## config.mk

```make
export PLATFORM = sky130hd
export DESIGN_NAME = bus8_reg_fifo_slave
export DESIGN_NICKNAME = d
export VERILOG_FILES = /design/src/rtl/bus8_pkg.sv /design/src/rtl/bus8_sync_fifo.sv /design/src/rtl/bus8_reg_fifo_slave.sv
export SDC_FILE = /design/constraint.sdc
export NUM_CORES = 1
export LEC_CHECK = 0
export BUFFER_PORTS_ARGS = -buffer_cell sky130_fd_sc_hd__buf_2
export CAP_MARGIN = 20
export CORE_ASPECT_RATIO = 0.75
export CORE_MARGIN = 4
export CORE_UTILIZATION = 29
export CTS_BUF_LIST = sky130_fd_sc_hd__clkbuf_16
export DETAILED_ROUTE_END_ITERATION = 10
export HOLD_SLACK_MARGIN = 0.05
export PLACE_DENSITY_LB_ADDON = 0.1
export SKIP_LAST_GASP = 1
export SYNTH_ARGS = -nofsm -noshare
export SYNTH_HDL_FRONTEND = slang
export SYNTH_SLANG_ARGS = --single-unit
```

## constraint.sdc

```tcl
create_clock -name i_Bus_Clk -period 7.4 [get_ports i_Bus_Clk]
set_input_delay 0.37 -clock i_Bus_Clk [delete_from_list [all_inputs] [get_ports i_Bus_Clk]]
set_output_delay 0.37 -clock i_Bus_Clk [all_outputs]
set_load 0.01 [all_outputs]
```

## src/rtl/bus8_pkg.sv

```systemverilog
// Shared constants for the 8-bit register/FIFO bus slave: register offsets,
// FIFO geometry, sticky-bit positions and the out-of-window read value.
package bus8_pkg;

  localparam logic [3:0] OFF_ID        = 4'h0;
  localparam logic [3:0] OFF_SCRATCH   = 4'h1;
  localparam logic [3:0] OFF_CTRL      = 4'h2;
  localparam logic [3:0] OFF_STATUS    = 4'h3;
  localparam logic [3:0] OFF_FIFO_DATA = 4'h4;
  localparam logic [3:0] OFF_LEVEL     = 4'h5;
  localparam logic [3:0] OFF_STICKY    = 4'h6;

  localparam logic [7:0] OOW_READ_VALUE = 8'hEE;

  localparam int FIFO_DEPTH = 8;
  localparam int FIFO_PTR_W = $clog2(FIFO_DEPTH);
  localparam int FIFO_CNT_W = FIFO_PTR_W + 1;

  localparam int STICKY_OVF = 0;
  localparam int STICKY_UDF = 1;

  function automatic logic [7:0] level_byte(input logic full, input logic empty,
                                            input logic [FIFO_CNT_W-1:0] count);
    return {full, empty, 2'b00, count};
  endfunction

endpackage

```

## src/rtl/bus8_sync_fifo.sv

```systemverilog
// Single-clock FIFO with wrapping pointers and an explicit occupancy count.
// Push while full is accepted only when a pop happens in the same cycle.
module bus8_sync_fifo
  import bus8_pkg::*;
#(
  parameter int DEPTH = FIFO_DEPTH,
  parameter int WIDTH = 8
) (
  input  logic                        clk,
  input  logic                        rst,
  input  logic                        push,
  input  logic                        pop,
  input  logic [WIDTH-1:0]            din,
  output logic [WIDTH-1:0]            head,
  output logic                        full,
  output logic                        empty,
  output logic [$clog2(DEPTH):0]      count
);

  localparam int PTR_W = $clog2(DEPTH);
  localparam int CNT_W = PTR_W + 1;

  logic [WIDTH-1:0] mem [DEPTH];
  logic [PTR_W-1:0] wr_ptr;
  logic [PTR_W-1:0] rd_ptr;
  logic             do_push;
  logic             do_pop;

  assign full    = (count == CNT_W'(DEPTH));
  assign empty   = (count == '0);
  assign do_pop  = pop && !empty;
  assign do_push = push && (!full || do_pop);
  assign head    = empty ? '0 : mem[rd_ptr];

  // NOTE: sequential state uses non-blocking assignments so every register
  // samples the pre-edge values, independent of statement order.
  always_ff @(posedge clk) begin
    if (rst) begin
      wr_ptr <= '0;
      rd_ptr <= '0;
      count  <= '0;
    end else begin
      if (do_push) wr_ptr <= wr_ptr + PTR_W'(1);
      if (do_pop)  rd_ptr <= rd_ptr + PTR_W'(1);
      case ({do_push, do_pop})
        2'b10:   count <= count + CNT_W'(1);
        2'b01:   count <= count - CNT_W'(1);
        default: count <= count;
      endcase
    end
  end

  // NOTE: storage is deliberately left out of reset; the reset pointers and
  // count make stale contents unreachable, and this keeps it a plain RAM.
  always_ff @(posedge clk) begin
    if (do_push && !rst) mem[wr_ptr] <= din;
  end

endmodule

```

## src/rtl/bus8_reg_fifo_slave.sv

```systemverilog
// 16-byte register window on a single-cycle strobe bus: ID, scratch, control,
// status, a push/pop FIFO port, FIFO level and W1C sticky error flags.
module bus8_reg_fifo_slave
  import bus8_pkg::*;
#(
  parameter logic [15:0] BASE_ADDR = 16'h0000,
  parameter logic [7:0]  ID_VALUE  = 8'hA5
) (
  input  logic        i_Bus_Clk,
  input  logic        i_Bus_Rst,
  input  logic        i_Bus_CS,
  input  logic        i_Bus_Wr_Rd_n,
  input  logic [15:0] i_Bus_Addr8,
  input  logic [7:0]  i_Bus_Wr_Data,
  output logic [7:0]  o_Bus_Rd_Data,
  output logic        o_Bus_Rd_DV,
  output logic [7:0]  o_Ctrl,
  input  logic [7:0]  i_Status,
  output logic [7:0]  o_FIFO_Data,
  input  logic        i_FIFO_Pop,
  output logic        o_FIFO_Full,
  output logic        o_FIFO_Empty,
  output logic        o_Irq
);

  logic                  in_window;
  logic [3:0]            offset;
  logic                  rd_any;
  logic                  rd_hit;
  logic                  wr_hit;
  logic                  bus_push;
  logic                  bus_pop;
  logic                  fifo_push;
  logic                  fifo_pop;
  logic                  overflow;
  logic                  underflow;

  logic [7:0]            scratch;
  logic [7:0]            ctrl;
  logic [1:0]            sticky;
  logic [1:0]            sticky_next;
  logic [7:0]            rd_value;
  logic                  rd_dv;
  logic [7:0]            rd_data;

  logic [7:0]            fifo_head;
  logic                  fifo_full;
  logic                  fifo_empty;
  logic [FIFO_CNT_W-1:0] fifo_count;

  assign in_window = (i_Bus_Addr8[15:4] == BASE_ADDR[15:4]);
  assign offset    = i_Bus_Addr8[3:0];
  assign rd_any    = i_Bus_CS && !i_Bus_Wr_Rd_n;
  assign rd_hit    = rd_any && in_window;
  assign wr_hit    = i_Bus_CS && i_Bus_Wr_Rd_n && in_window;
  assign bus_push  = wr_hit && (offset == OFF_FIFO_DATA);
  assign bus_pop   = rd_hit && (offset == OFF_FIFO_DATA);

  // The bus pop owns the read port; a simultaneous local pop is dropped.
  assign fifo_push = bus_push && !i_Bus_Rst;
  assign fifo_pop  = !i_Bus_Rst && !fifo_empty && (bus_pop || i_FIFO_Pop);
  assign overflow  = bus_push && fifo_full && !fifo_pop;
  assign underflow = bus_pop && fifo_empty;

  bus8_sync_fifo #(
    .DEPTH (FIFO_DEPTH),
    .WIDTH (8)
  ) u_fifo (
    .clk   (i_Bus_Clk),
    .rst   (i_Bus_Rst),
    .push  (fifo_push),
    .pop   (fifo_pop),
    .din   (i_Bus_Wr_Data),
    .head  (fifo_head),
    .full  (fifo_full),
    .empty (fifo_empty),
    .count (fifo_count)
  );

  // NOTE: every variable assigned in always_comb gets a default first so no
  // path leaves it unassigned, which would otherwise infer a latch.
  always_comb begin
    rd_value = 8'h00;
    if (!in_window) begin
      rd_value = OOW_READ_VALUE;
    end else begin
      case (offset)
        OFF_ID:        rd_value = ID_VALUE;
        OFF_SCRATCH:   rd_value = scratch;
        OFF_CTRL:      rd_value = ctrl;
        OFF_STATUS:    rd_value = i_Status;
        OFF_FIFO_DATA: rd_value = fifo_head;
        OFF_LEVEL:     rd_value = level_byte(fifo_full, fifo_empty, fifo_count);
        OFF_STICKY:    rd_value = {6'b000000, sticky};
        default:       rd_value = 8'h00;
      endcase
    end
  end

  always_comb begin
    sticky_next = sticky;
    if (wr_hit && (offset == OFF_STICKY)) sticky_next = sticky & ~i_Bus_Wr_Data[1:0];
    if (overflow)  sticky_next[STICKY_OVF] = 1'b1;
    if (underflow) sticky_next[STICKY_UDF] = 1'b1;
  end

  always_ff @(posedge i_Bus_Clk) begin
    if (i_Bus_Rst) begin
      scratch <= 8'h00;
      ctrl    <= 8'h00;
      sticky  <= 2'b00;
      rd_dv   <= 1'b0;
      rd_data <= 8'h00;
    end else begin
      rd_dv  <= rd_any;
      sticky <= sticky_next;
      if (rd_any) rd_data <= rd_value;
      if (wr_hit && (offset == OFF_SCRATCH)) scratch <= i_Bus_Wr_Data;
      if (wr_hit && (offset == OFF_CTRL))    ctrl    <= i_Bus_Wr_Data;
    end
  end

  // Reset also masks a pulse already launched by the previous edge.
  assign o_Bus_Rd_DV   = rd_dv && !i_Bus_Rst;
  assign o_Bus_Rd_Data = rd_data;
  assign o_Ctrl        = ctrl;
  assign o_FIFO_Data   = fifo_head;
  assign o_FIFO_Full   = fifo_full;
  assign o_FIFO_Empty  = fifo_empty;
  assign o_Irq         = |(sticky & ctrl[1:0]);

endmodule
```

==> results of run 1 <==
[area by class of cell]
class	instances	share of cell area (%)
clock buffers	10	4.607
clock inverters	6	0.8293
inverters	7	0.4838
multi-input cells	210	32.78
flip-flops and latches	104	50.13
well taps	205	4.722
repair buffers	68	6.450
[critical path, stage by stage]
cell	delay [ns]
buf_2	0.46
inv_1	0.37
nand2_1	0.22
o31a_1	0.44
nand2b_1	0.21
inv_1	0.07
ha_1	0.27
a21o_1	0.18
a21oi_1	0.19
a21boi_0	0.20
mux2i_1	0.11
mux2i_1	0.14
[per-layer routing]
metal,wire length (um),vias up,GRT usage [%]
li1,-,1412,-
met1,6533,1512,22.04
met2,5016,76,19.07
met3,700,10,4.079
met4,86,0,2.647
met5,0,-,0
[report_power, final]
part           internal (W)  switching, W  total, W
registers          0.000623     0.0000151  0.000638
clock network      0.000252      0.000223  0.000475
logic             0.0000904      0.000135  0.000225
total              0.000966      0.000373   0.00134
[cell usage after synthesis (all sizes together), types with 4 or more instances]
| library cell | instances | share of area [%] |
|---|---|---|
| edfxtp | 64 | 42 |
| a211oi | 4 | 0.65 |
| mux2 | 6 | 1.5 |
| mux4 | 16 | 7.8 |
| nor2 | 40 | 3.3 |
| nor3 | 6 | 0.76 |
| ha | 4 | 1.1 |
| o21ai | 12 | 1.3 |
| nor4 | 4 | 1.8 |
| a21oi | 12 | 1.3 |
| dfxtp | 40 | 17 |
| mux2i | 35 | 7.9 |
| nand2 | 17 | 1.4 |
| a221oi | 4 | 0.76 |
| buf | 8 | 0.98 |
| clkbuf | 9 | 0.73 |
| nor2b | 6 | 0.81 |
| nand2b | 5 | 0.68 |
| inv | 7 | 0.57 |
[state kept, by name (all words and copies together), names as in the netlist, named ones only]
| signal | count |
|---|---|
| u_fifo.rd_ptr | 3 |
| u_fifo.count | 4 |
| u_fifo.mem | 64 |
| u_fifo.wr_ptr | 3 |
| o_Ctrl | 8 |
| rd_dv | 1 |
| o_Bus_Rd_Data | 8 |
| scratch | 8 |
| sticky | 2 |
[path summary, 6_finish.rpt]
check	to	slack (ns)	cells past startpoint
setup / recovery	u_fifo.count[3]$_SDFFE_PP0P_	4.39	12
hold reg to reg	scratch[2]$_SDFFE_PP0P_	0.50	2
hold / removal	u_fifo.mem[3][2]$_DFFE_PP_	0.36	1
setup reg to reg	u_fifo.count[3]$_SDFFE_PP0P_	4.43	11
[per-stage QoR]
stage / hold slack (ns) / instance area (um2) / setup slack (ns) / power [W] / instances
after floorplan: 0.4579 / 4608 / 4.783 / 0.0007851 / 338
after global placement: 0.4779 / 5129 / 4.086 / 0.0008795 / 593
after detailed placement: 0.4860 / 5129 / 3.990 / 0.0008793 / 593
after CTS: 0.3507 / 5424 / 4.330 / 0.001359 / 609
after global routing: 0.3602 / 5431 / 4.078 / 0.001400 / 610
final: 0.3578 / 5431 / 4.390 / 0.001338 / 610
[kinds of logic (layout without fill, tap and decap cells)]
group	count (synthesis)	after routing	share of synthesized area [%]
flops	104	104	59.08
simple gates	99	99	12.49
mux	57	57	17.16
compound gates	47	47	7.087
buf+inv	24	91	2.281
fa+ha+maj	5	5	1.521
xor+xnor	2	2	0.3802
==> flow_metrics.tcl, run 1 <==
set metrics [dict create \
    drive_gt1_share_pct 29.63 \
    ys_async_sr_fraction_pct 0 \
    min_path_type "input pin to flop" \
    vias 3010 \
    cp-end-kind "flop" \
    ys_seq_area_share_pct 59.08 \
    worst_ep_required_time_ns 7.63 \
    totalWireLength_um 12340 \
    cts-root-buf "clkbuf_16" \
    cap_violations 0 \
    initial_core_util_pct 29.88 \
    dieWidth_um 153.6 \
    firstDrtPassIters 5 \
    rows 39 \
    slew_headroom_pct 32.72 \
    critPathMaxFanout 29 \
    die_h_um 117.2 \
    leakagePower_nw 2.054 \
    clock_path_buffers 2 \
    fin_util_pct 35.22 \
    numClockSinks 104 \
    port_buffers 64 \
    area_growth_pct 17.87 \
    cts_resized 0 \
    critPathLaunchType "input pin" \
    clk_pin_slew_ns 0.08 \
    diodes 0 \
    nets 442 \
    final-setup-viol-count 0 \
    post-route-period-util_pct 40.68 \
    grt_antenna_before_repair 0 \
    tightest_slew_ns 0.9838 \
    cts_buffers 9 \
    postSynthRegisterBits 104 \
    crit_arrival_ns 3.24 \
    netlist_area_um2 4608 \
    globalRouteTotalUtil_pct 14.03 \
    n_fill_cell 1547 \
    crit_type "input pin to flop" \
    ant_nets 0 \
    p_per_area_nw_per_um2 246.4 \
    yosys_warnings 0 \
    synth_fp_nets 380 \
    grt_pass1_wl_um 18840 \
    irDropWorstVdd_mv 0.1190 \
    tns_ns 0 \
    drt-vias-per-instance 4.934 \
    status "finished, final reports clean" \
    wl_per_cell_um 20.22 \
    ys_types 52 \
    syn_area_per_cell_um2 13.63 \
    synth_cells 338 \
    post_cts_buffers 0 \
    regArea_um2 2723 \
    clkLatencyLatePin_ns 0.35 \
    hp-start "i_Bus_Wr_Data[2]" \
    rsz0062_at_grt "false" \
    grt_max_degree 30 \
    slew_violations 0 \
    num_io_pins 65 \
    grt-ovfl-total 0 \
    gp_congestion 0.7928 \
    core_um2 15420 \
    cts_tree "yes" \
    timing.rr.start "u_fifo.count[0]$_SDFFE_PP0P_" \
    synth_ff_type "edfxtp_1" \
    clock.fmax_mhz 332.2 \
    final_cell_mix "buf_2, edfxtp_1, nor2_1, dfxtp_1, mux2i_1" \
    drt-initial-drc-count 234 \
    synth_edf_count 64 \
    fin_skew_ns 0.01323 \
    drc 0 \
    grt_pass1_vias 2924 \
    place.detailed.hpwl_um 9046 \
    hold_viol 0 \
    cts_hold_buf 0 \
    critPathLaunch "i_Bus_Rst" \
    h-tree-depth 3 \
    multiInputGateArea_um2 1780 \
    period_needed_ns 3.010 \
    die_area_um2 17990 \
]
No activity file was read; power rests on OpenSTA's default activity.
==> inputs of run 2 (changes only) <==
Settings changed: ABC_AREA from default to 1.
Clock period 7.4 ns to 2.5 ns, I/O delays scaled along.
==> flow_metrics.tcl, run 2 <==
set metrics [dict create \
    status "finished, final reports clean" \
    tightest_slew_ns 0.5998 \
    yosysTopAreaCellShare_pct 40.59 \
    clock_path_buffers 2 \
    slew_violations 0 \
    yosysMostFrequentCell "nor2_1" \
    largest_register "u_fifo.mem" \
    synth-simple-area-share_pct 22.01 \
    rows 40 \
    cts_tree "yes" \
    ff2ff_path_depth 15 \
    pre_cts_ws_ns 0.3034 \
    final_cell_mix "nor2_1, nand2_1, buf_2, edfxtp_1" \
    die_h_um 118.7 \
    slew_headroom_pct 59.87 \
    synth_top_family_by_area "simple AND/OR/NAND/NOR gates" \
    synth.largest_area_cell "edfxtp_1" \
    synth_area_leaders "edfxtp_1, dfxtp_1, nor2_1, nand2_1, o21ai_0" \
    syn_area_per_cell_um2 9.469 \
    nets 615 \
    grt_pass1_vias 3685 \
    grt_max_degree 33 \
    fin_skew_ns 0.007772 \
    drive_gt1_share_pct 21.97 \
    core_um2 16020 \
    largest_register_ffs 64 \
    critPathLaunchType "flop" \
    totalWireLength_um 12910 \
    synth_edf_count 64 \
    ys_async_sr_fraction_pct 0 \
    p_per_area_nw_per_um2 578.9 \
    drt-vias-per-instance 4.712 \
    clkLatencyLatePin_ns 0.34 \
    cpMostUsedCell "buf_4" \
    tns_ns 0 \
    die_area_um2 18460 \
    path_cells "buf_4, buf_4, nor2_1, o21ai_0, o211a_1, buf_2" \
    grt_antenna_before_repair 0 \
    num_io_pins 65 \
    place.detailed.hpwl_um 9653 \
    diodes 0 \
    synth_ff_type "edfxtp_1" \
    synth_fp_nets 542 \
    cap_violations 0 \
    clock.fmax_mhz 448.4 \
    rsz0062_at_grt "false" \
    hold_viol 0 \
    period_needed_ns 2.230 \
    crit_arrival_ns 2.11 \
    numClockSinks 104 \
    wl_per_cell_um 16.39 \
    post_cts_buffers 0 \
    cts-root-buf "clkbuf_16" \
    irDropWorstVdd_mv 0.2971 \
    port_buffers 64 \
    worst_ep_required_time_ns 2.38 \
    grt-ovfl-total 0 \
    crit_slowest_cell "dfxtp_1" \
    cts_resized 0 \
    grt_pass1_wl_um 20510 \
    drc 0 \
    worstReg2RegEnd "u_fifo.count[3]$_SDFFE_PP0P_" \
    postSynthRegisterBits 104 \
    synth_commonest_cells "nor2_1, nand2_1, edfxtp_1" \
    timing.rr.start "u_fifo.count[0]$_SDFFE_PP0P_" \
    critPathMaxFanout 16 \
    ys_seq_area_share_pct 57.51 \
    setup_slack_ns 0.2697 \
    n_fill_cell 1649 \
    netlist_area_um2 4735 \
    leakagePower_nw 2.251 \
    area_growth_pct 19.93 \
    vias 3713 \
    final-setup-viol-count 0 \
    whs_path_depth 1 \
    ys_types 44 \
    synth_compound_area_share_pct 12.95 \
    h-tree-depth 3 \
    drt-initial-drc-count 237 \
    gp_congestion 0.8001 \
    hold-path-endpoint "u_fifo.mem[6][5]$_DFFE_PP_" \
    crit_type "flop to output port" \
    yosys_warnings 0 \
    cts_hold_buf 0 \
    layout_commonest_cell "nor2_1" \
    cp-end-kind "output port" \
    hp-start "i_Bus_Wr_Data[5]" \
    dieWidth_um 155.5 \
    yosys.area_share.adder_pct 1.480 \
    cts_buffers 9 \
    min_path_type "input pin to flop" \
    post-route-period-util_pct 89.21 \
    rrSetupSlack_ns 0.36 \
    initial_core_util_pct 29.56 \
    synth-xor-area-share_pct 0.1850 \
    firstDrtPassIters 4 \
    globalRouteTotalUtil_pct 14.23 \
    critPathMaxStageDelay_ns 0.45 \
    synthMuxAreaShare_pct 0 \
    ant_nets 0 \
    synth_cells 500 \
    clk_pin_slew_ns 0.07 \
]
-- run 2: routing by layer --
layer  wire, um  track usage [%]
met1       6493            21.40
met2       5670            20.78
met3        609            3.294
met4        139            3.007
met5          0                0
-- run 2: kinds of logic after synthesis --
family,after synthesis
AND/OR/NAND/NOR,217
AO/OA/AOI/OAI,106
flip-flops,104
buffers and inverters,67
adder cells (fa/ha/maj),5
XOR/XNOR,1
-- run 2: power breakdown --
| part | total, W | switching, W | internal, W |
|---|---|---|---|
| Combinational | 0.000130 | 0.0000863 | 0.0000442 |
| Sequential | 0.00183 | 0.00000332 | 0.00182 |
| Clock | 0.00133 | 0.000609 | 0.000722 |
| Total | 0.00329 | 0.000698 | 0.00259 |
-- run 2: cell type report --
type                       instances  area [um2]  share of cell area (%)
clock buffer                      10       250.2                   4.407
timing repair buffer              82       455.4                   8.021
sequential                       104        2723                   47.95
multi-input combinational        329        1784                   31.42
inverter                          47       176.4                   3.107
tap                              210       262.8                   4.628
clock inverter                     6       26.28                  0.4628
-- run 2: worst max-delay path by stage --
stage	to	slack (ns)
finish	o_FIFO_Data[7]	0.27
floorplan	u_fifo.mem[0][0]$_DFFE_PP_	0.21
global placement	u_fifo.count[3]$_SDFFE_PP0P_	0.42
CTS	o_FIFO_Data[1]	0.19
detailed placement	u_fifo.count[3]$_SDFFE_PP0P_	0.30
global route	u_fifo.count[3]$_SDFFE_PP0P_	0.10
-- run 2: metrics by stage --
| stage | hold WS [ns] | util (%) | instance area, um2 | cells | power [W] |
|---|---|---|---|---|---|
| floorplan | 0.2239 | - | 4735 | 500 | 0.001926 |
| global placement | 0.4497 | 33.73 | 5401 | 772 | 0.001996 |
| detailed placement | 0.4565 | 33.73 | 5401 | 772 | 0.001997 |
| CTS | 0.09616 | 35.45 | 5678 | 788 | 0.003340 |
| global route | 0.1021 | 35.45 | 5678 | 788 | 0.003410 |
| finish | 0.1068 | 35.45 | 5678 | 788 | 0.003287 |
-- run 2: worst max-delay path, delay by kind of cell (launching register included) --
| kind | cells | cell delay, ns |
|---|---|---|
| AND/OR/NAND/NOR | 1 | 0.07 |
| flip-flops | 1 | 0.45 |
| buffers and inverters | 3 | 0.64 |
| AO/OA/AOI/OAI | 2 | 0.59 |
